===== src/rtl/cpri_rx_seq_ctrl_if.sv =====
// Bus between the CPRI receive front end and the sequence controller.
// master : drives the receive-valid strobe and configuration, observes the indices.
// slave  : the controller itself.
// i_cpri_rx_vld   receive word present this cycle
// i_rbg_size_cfg  requested RBG size (takes effect at a slot start)
// i_cwd_upd_req   level: new codeword set loaded in the idle bank
// o_cpri_rx_seq   word index within the basic group (0 when no word)
// o_sym_idx       symbol index within the slot
// o_sym_start     first word of a symbol
// o_slot_start    first word of a slot
// o_rbg_size      active RBG size
// o_cwd_bank_sel  active codeword bank
// o_cwd_upd_ack   one-cycle pulse on a bank swap
// o_err_gap       one-cycle pulse when valid drops inside a group
interface cpri_rx_seq_ctrl_if;
  logic       i_cpri_rx_vld;
  logic [1:0] i_rbg_size_cfg;
  logic       i_cwd_upd_req;
  logic [6:0] o_cpri_rx_seq;
  logic [3:0] o_sym_idx;
  logic       o_sym_start;
  logic       o_slot_start;
  logic [1:0] o_rbg_size;
  logic       o_cwd_bank_sel;
  logic       o_cwd_upd_ack;
  logic       o_err_gap;

  modport master (
    output i_cpri_rx_vld, i_rbg_size_cfg, i_cwd_upd_req,
    input  o_cpri_rx_seq, o_sym_idx, o_sym_start, o_slot_start,
           o_rbg_size, o_cwd_bank_sel, o_cwd_upd_ack, o_err_gap
  );

  modport slave (
    input  i_cpri_rx_vld, i_rbg_size_cfg, i_cwd_upd_req,
    output o_cpri_rx_seq, o_sym_idx, o_sym_start, o_slot_start,
           o_rbg_size, o_cwd_bank_sel, o_cwd_upd_ack, o_err_gap
  );
endinterface


===== src/rtl/cpri_rx_seq_ctrl.sv =====
// CPRI receive sequence controller.
// Tracks word / group / symbol position of the incoming CPRI stream, flags
// symbol and slot starts, latches the RBG size and swaps the codeword bank on
// slot boundaries, and resynchronises after a valid gap inside a group.
// Ports:
//   i_clk      clock (rising edge)
//   i_reset_n  asynchronous active-low reset
//   bus        cpri_rx_seq_ctrl_if.slave (see interface header)
// The counters hold the position of the *next* word, so the per-word outputs
// are a zero-latency decode of registers qualified by the valid strobe.
module cpri_rx_seq_ctrl #(
  parameter int SEQ_LEN     = 96,
  parameter int GRP_PER_SYM = 66,
  parameter int NUM_SYM     = 14
) (
  input  logic               i_clk,
  input  logic               i_reset_n,
  cpri_rx_seq_ctrl_if.slave  bus
);

  localparam int              GW      = (GRP_PER_SYM > 1) ? $clog2(GRP_PER_SYM) : 1;
  localparam logic [6:0]      SEQ_MAX = 7'(SEQ_LEN - 1);
  localparam logic [GW-1:0]   GRP_MAX = GW'(GRP_PER_SYM - 1);
  localparam logic [3:0]      SYM_MAX = 4'(NUM_SYM - 1);

  typedef enum logic [1:0] {IDLE, RUN, RESYNC} state_t;

  state_t        state;
  logic [6:0]    seq_q;
  logic [GW-1:0] grp_q;
  logic [3:0]    sym_q;
  logic [1:0]    rbg_q;
  logic          bank_q;

  logic vld_ok, sym_start, slot_start, upd_slot, swap, gap;

  // Reset gates the combinational decode so every output is 0 while held.
  assign vld_ok     = i_reset_n & bus.i_cpri_rx_vld;
  assign sym_start  = vld_ok && (seq_q == '0) && (grp_q == '0);
  assign slot_start = sym_start && (sym_q == '0);
  // The slot start that re-enters from IDLE/RESYNC must not touch bank or RBG.
  assign upd_slot   = slot_start && (state == RUN);
  assign swap       = upd_slot && bus.i_cwd_upd_req;
  // A drop at seq=0 is a legal inter-group pause; anywhere else is an error.
  assign gap        = (state == RUN) && !bus.i_cpri_rx_vld && (seq_q != '0);

  assign bus.o_cpri_rx_seq  = vld_ok ? seq_q : '0;
  assign bus.o_sym_idx      = sym_q;
  assign bus.o_sym_start    = sym_start;
  assign bus.o_slot_start   = slot_start;
  assign bus.o_rbg_size     = upd_slot ? bus.i_rbg_size_cfg : rbg_q;
  assign bus.o_cwd_bank_sel = bank_q ^ swap;
  assign bus.o_cwd_upd_ack  = swap;
  assign bus.o_err_gap      = gap;

  always_ff @(posedge i_clk or negedge i_reset_n) begin
    if (!i_reset_n) begin
      state  <= IDLE;
      seq_q  <= '0;
      grp_q  <= '0;
      sym_q  <= '0;
      rbg_q  <= '0;
      bank_q <= 1'b0;
    end else begin
      if (bus.i_cpri_rx_vld) begin
        // IDLE/RESYNC hold all counters at 0, so the entry word advances
        // exactly like a slot-start word in RUN.
        state <= RUN;
        if (seq_q == SEQ_MAX) begin
          seq_q <= '0;
          if (grp_q == GRP_MAX) begin
            grp_q <= '0;
            sym_q <= (sym_q == SYM_MAX) ? 4'd0 : sym_q + 4'd1;
          end else begin
            grp_q <= grp_q + 1'b1;
          end
        end else begin
          seq_q <= seq_q + 7'd1;
        end
      end else if (gap) begin
        state <= RESYNC;
        seq_q <= '0;
        grp_q <= '0;
        sym_q <= '0;
      end
      if (upd_slot) rbg_q  <= bus.i_rbg_size_cfg;
      if (swap)     bank_q <= ~bank_q;
    end
  end

endmodule


===== src/flat_wrapper.sv =====
// flat-port wrapper written by rule: the top's interface ports become plain ports
module cpri_rx_seq_ctrl_flat 
#(
  parameter int SEQ_LEN     = 96,
  parameter int GRP_PER_SYM = 66,
  parameter int NUM_SYM     = 14
)
  (i_clk, i_reset_n, bus_i_cpri_rx_vld, bus_i_rbg_size_cfg, bus_i_cwd_upd_req, bus_o_cpri_rx_seq, bus_o_sym_idx, bus_o_sym_start, bus_o_slot_start, bus_o_rbg_size, bus_o_cwd_bank_sel, bus_o_cwd_upd_ack, bus_o_err_gap);
  cpri_rx_seq_ctrl_if bus_i ();
  input  logic i_clk;
  input  logic i_reset_n;
  input wire logic [$bits(bus_i.i_cpri_rx_vld)-1:0] bus_i_cpri_rx_vld;
  input wire logic [$bits(bus_i.i_rbg_size_cfg)-1:0] bus_i_rbg_size_cfg;
  input wire logic [$bits(bus_i.i_cwd_upd_req)-1:0] bus_i_cwd_upd_req;
  output wire logic [$bits(bus_i.o_cpri_rx_seq)-1:0] bus_o_cpri_rx_seq;
  output wire logic [$bits(bus_i.o_sym_idx)-1:0] bus_o_sym_idx;
  output wire logic [$bits(bus_i.o_sym_start)-1:0] bus_o_sym_start;
  output wire logic [$bits(bus_i.o_slot_start)-1:0] bus_o_slot_start;
  output wire logic [$bits(bus_i.o_rbg_size)-1:0] bus_o_rbg_size;
  output wire logic [$bits(bus_i.o_cwd_bank_sel)-1:0] bus_o_cwd_bank_sel;
  output wire logic [$bits(bus_i.o_cwd_upd_ack)-1:0] bus_o_cwd_upd_ack;
  output wire logic [$bits(bus_i.o_err_gap)-1:0] bus_o_err_gap;
  assign bus_i.i_cpri_rx_vld = bus_i_cpri_rx_vld;
  assign bus_i.i_rbg_size_cfg = bus_i_rbg_size_cfg;
  assign bus_i.i_cwd_upd_req = bus_i_cwd_upd_req;
  assign bus_o_cpri_rx_seq = bus_i.o_cpri_rx_seq;
  assign bus_o_sym_idx = bus_i.o_sym_idx;
  assign bus_o_sym_start = bus_i.o_sym_start;
  assign bus_o_slot_start = bus_i.o_slot_start;
  assign bus_o_rbg_size = bus_i.o_rbg_size;
  assign bus_o_cwd_bank_sel = bus_i.o_cwd_bank_sel;
  assign bus_o_cwd_upd_ack = bus_i.o_cwd_upd_ack;
  assign bus_o_err_gap = bus_i.o_err_gap;
  cpri_rx_seq_ctrl #(.SEQ_LEN(SEQ_LEN), .GRP_PER_SYM(GRP_PER_SYM), .NUM_SYM(NUM_SYM)) u_core (.i_clk(i_clk), .i_reset_n(i_reset_n), .bus(bus_i));
endmodule

===== config.mk =====
export PLATFORM = sky130hd
export DESIGN_NAME = cpri_rx_seq_ctrl_flat
export DESIGN_NICKNAME = d
export VERILOG_FILES = /design/src/rtl/cpri_rx_seq_ctrl_if.sv /design/src/rtl/cpri_rx_seq_ctrl.sv /design/src/flat_wrapper.sv
export SDC_FILE = /design/constraint.sdc
export NUM_CORES = 1
export LEC_CHECK = 0
export ABC_CLOCK_PERIOD_IN_PS = 7500
export BUFFER_PORTS_ARGS = -buffer_cell sky130_fd_sc_hd__buf_2
export CORE_MARGIN = 4
export CORE_UTILIZATION = 45
export DETAILED_ROUTE_END_ITERATION = 6
export GPL_TIMING_DRIVEN = 0
export PLACE_DENSITY = 0.65
export SLEW_MARGIN = 20
export SYNTH_ARGS = -nofsm -noshare
export SYNTH_HDL_FRONTEND = slang
export SYNTH_SLANG_ARGS = --single-unit

===== constraint.sdc =====
create_clock -name i_clk -period 7.5 [get_ports i_clk]
set_input_delay 1.5 -clock i_clk [delete_from_list [all_inputs] [get_ports i_clk]]
set_output_delay 1.5 -clock i_clk [all_outputs]
set_load 0.02 [all_outputs]

==> metrics <==
first-pass GRT wire length=5980 um; share of the synthesized area in the top cell type=0.387; Overflow after GRT=0; average vias per placed instance=5.75; Setup crit end kind=output port; largest net degree at the start of global routing=32; post-synth cell types=42; Least-Margin Pin Slew=626 ps; Post CTS Setup Buffer Count=0; initial antenna violation count=0; Placement Rows=20; DRT Pass-1 Iters=4; Setup Skew=3.93 ps; pre-CTS setup slack=2500 ps; EDFF count, synth=0; GRT Util Overall=0.177; critical path startpoint category=input pin; Pwr Total=387 uW; Worst Path Required=6000 ps; layout cells sized above 1=0.191; Die Span Y=65.5 um; Worst-Skew Late Latency=330 ps; total CTS buffers=3; First DRT Iteration DRCs=56; GPL Wtd Cong=0.804; Synth Warn #=0; register clock-pin slew on the reported worst setup and hold paths=140 ps; Synth Net Count=176; die width=65.5 um; Syn Std Cell Area=1490 um^2; FF+latch count, synth=23; H-tree Lvls=1; Hold Buf Count CTS=0; CTS tree=yes; RSZ-0062 raised after global routing=no; Max-Cap Viols=0; Max Fanout on Critical Path=31; die area=4290 um^2; Synth async-reset ratio=1.00; synth top area cells=dfrtp_1, ha_1, nand3_1; Seq/Total Area, Yosys=0.387; Syn Area/Cell=9.18 um^2; crit path kind=in -> out; setup TNS=0 ps; commonest non-fill, non-tap cells in the layout=buf_2, dfrtp_1, nand3_1; Post-layout nets=203; Final Cycle Share=0.662; pwr/cell area=231 nW/um^2; Inserted Diodes=0; Top FF cell, synth=dfrtp_1; area growth from synthesis to layout=13.0%; clk buf depth=2; final hold vios=0; Leakage=0.870 nW; CTS-repair resized insts=0; Final Max Slew Viols=0; routed len/inst=15.0 um; port bufs=22; endpoints failing setup=0; fin crit period=4970 ps; via total after detailed routing=1334; fill count=317; vias in the first global route=1281; fin worst setup slack=2530 ps; Slew HR=0.582; CTS Sinks=23; Root Driver=clkbuf_4; maximum vdd drop=0.0000817 V; cell accounting for the most synthesized area=dfrtp_1; Cells after Synth=162; WL final=3480 um; I/O Pins=24; outcome=complete, no violations; DRC=0; Final HPWL DP=2520 um; DRT antenna net count=0; most common cell after layout, fill and taps aside=buf_2; Worst EP arrival=3470 ps; highest clock rate=0.201 GHz; core area=3100 um^2; initial core utilization=0.479; HP Class=reg -> reg
==> cell usage after synthesis (2+ instances only) <==
| cell type | count |
|---|---|
| a21o_1 | 4 |
| a21oi_1 | 9 |
| a22o_1 | 3 |
| and2_1 | 6 |
| and3_1 | 10 |
| and4_1 | 2 |
| buf_2 | 2 |
| clkbuf_1 | 5 |
| dfrtp_1 | 23 |
| ha_1 | 8 |
| inv_1 | 12 |
| mux2_2 | 2 |
| mux2i_1 | 6 |
| nand2_1 | 8 |
| nand2b_1 | 2 |
| nand3_1 | 13 |
| nand3b_1 | 2 |
| nand4_1 | 5 |
| nor2_1 | 5 |
| nor4_1 | 3 |
| o211ai_1 | 2 |
| o21ai_0 | 7 |
| or4_1 | 2 |
| xor2_1 | 3 |
==> worst paths after layout <==
| kind | to | startpoint | slack (ps) | cells after the start |
|---|---|---|---|---|
| hold / removal | u_core.bank_q | u_core.bank_q | 500 | 1 |
| min in group asynchronous | u_core.seq_q[2] | i_reset_n | 1170 | 1 |
| max in group asynchronous | u_core.seq_q[6] | i_reset_n | 5920 | 1 |
| setup / recovery | bus_o_rbg_size[1] | i_reset_n | 2530 | 6 |
| setup reg to reg | u_core.rbg_q[1] | u_core.seq_q[3] | 5070 | 5 |
| hold reg to reg | u_core.bank_q | u_core.bank_q | 500 | 1 |
==> area by class of cell <==
type | instances | area (um^2) | area share
plain buffers | 8 | 36.3 | 0.0216
clock buffers | 3 | 22.5 | 0.0134
clock inverters | 1 | 5.00 | 0.00298
inverters | 13 | 48.8 | 0.0291
multi-input cells | 118 | 826 | 0.492
flip-flops and latches | 23 | 576 | 0.343
well taps | 44 | 55.1 | 0.0328
repair buffers | 22 | 110 | 0.0656
==> logic make-up after synthesis <==
| group | Yosys count | synth area share |
|---|---|---|
| DFF | 23 | 0.387 |
| buffers and inverters | 21 | 0.0572 |
| AOI/OAI and AO/OA | 33 | 0.147 |
| adders and majority gates | 8 | 0.0673 |
| and+or+nand+nor | 66 | 0.268 |
| muxes | 8 | 0.0556 |
| xor gates and xnor gates | 3 | 0.0177 |
==> per-layer routing <==
| layer | up-vias | GRT usage | share of wire |
|---|---|---|---|
| li1 | 636 | - | - |
| met1 | 653 | 0.232 | 0.47 |
| met2 | 40 | 0.302 | 0.47 |
| met4 | 0 | 0.0544 | 0.014 |
| met5 | - | 0 | 0 |
| met3 | 5 | 0.0222 | 0.047 |
==> report_power, final <==
group	total, mW	internal, mW	switching (mW)
registers	0.168	0.146	0.0221
clock network	0.0621	0.0200	0.0420
logic	0.157	0.0600	0.0968
total	0.387	0.226	0.161
==> critical path, stage by stage <==
cell and delay (ps):
buf_2 490, nand4b_1 180, or4_4 470, nor3_2 260, mux2_2 380, buf_2 160
==> sequential cells by signal, summed over array words and instances (netlist names) <==
register              count
u_core.grp_q              7
u_core.bank_q             1
u_core.seq_q              7
u_core.rbg_q              2
u_core.bus.o_sym_idx      4
u_core.state              2
==> through the flow <==
| stage | area [um^2] | std cells | utilization | hold WS (ps) |
|---|---|---|---|---|
| after detailed placement | 1650 | 228 | 0.532 | 479 |
| final | 1680 | 232 | 0.541 | 498 |
| after CTS | 1680 | 232 | 0.541 | 501 |
| after floorplan | 1490 | 162 | - | 461 |
| after global routing | 1680 | 232 | 0.541 | 523 |
| after global placement | 1650 | 228 | 0.532 | 473 |
Power figures use the tool's default switching activity.
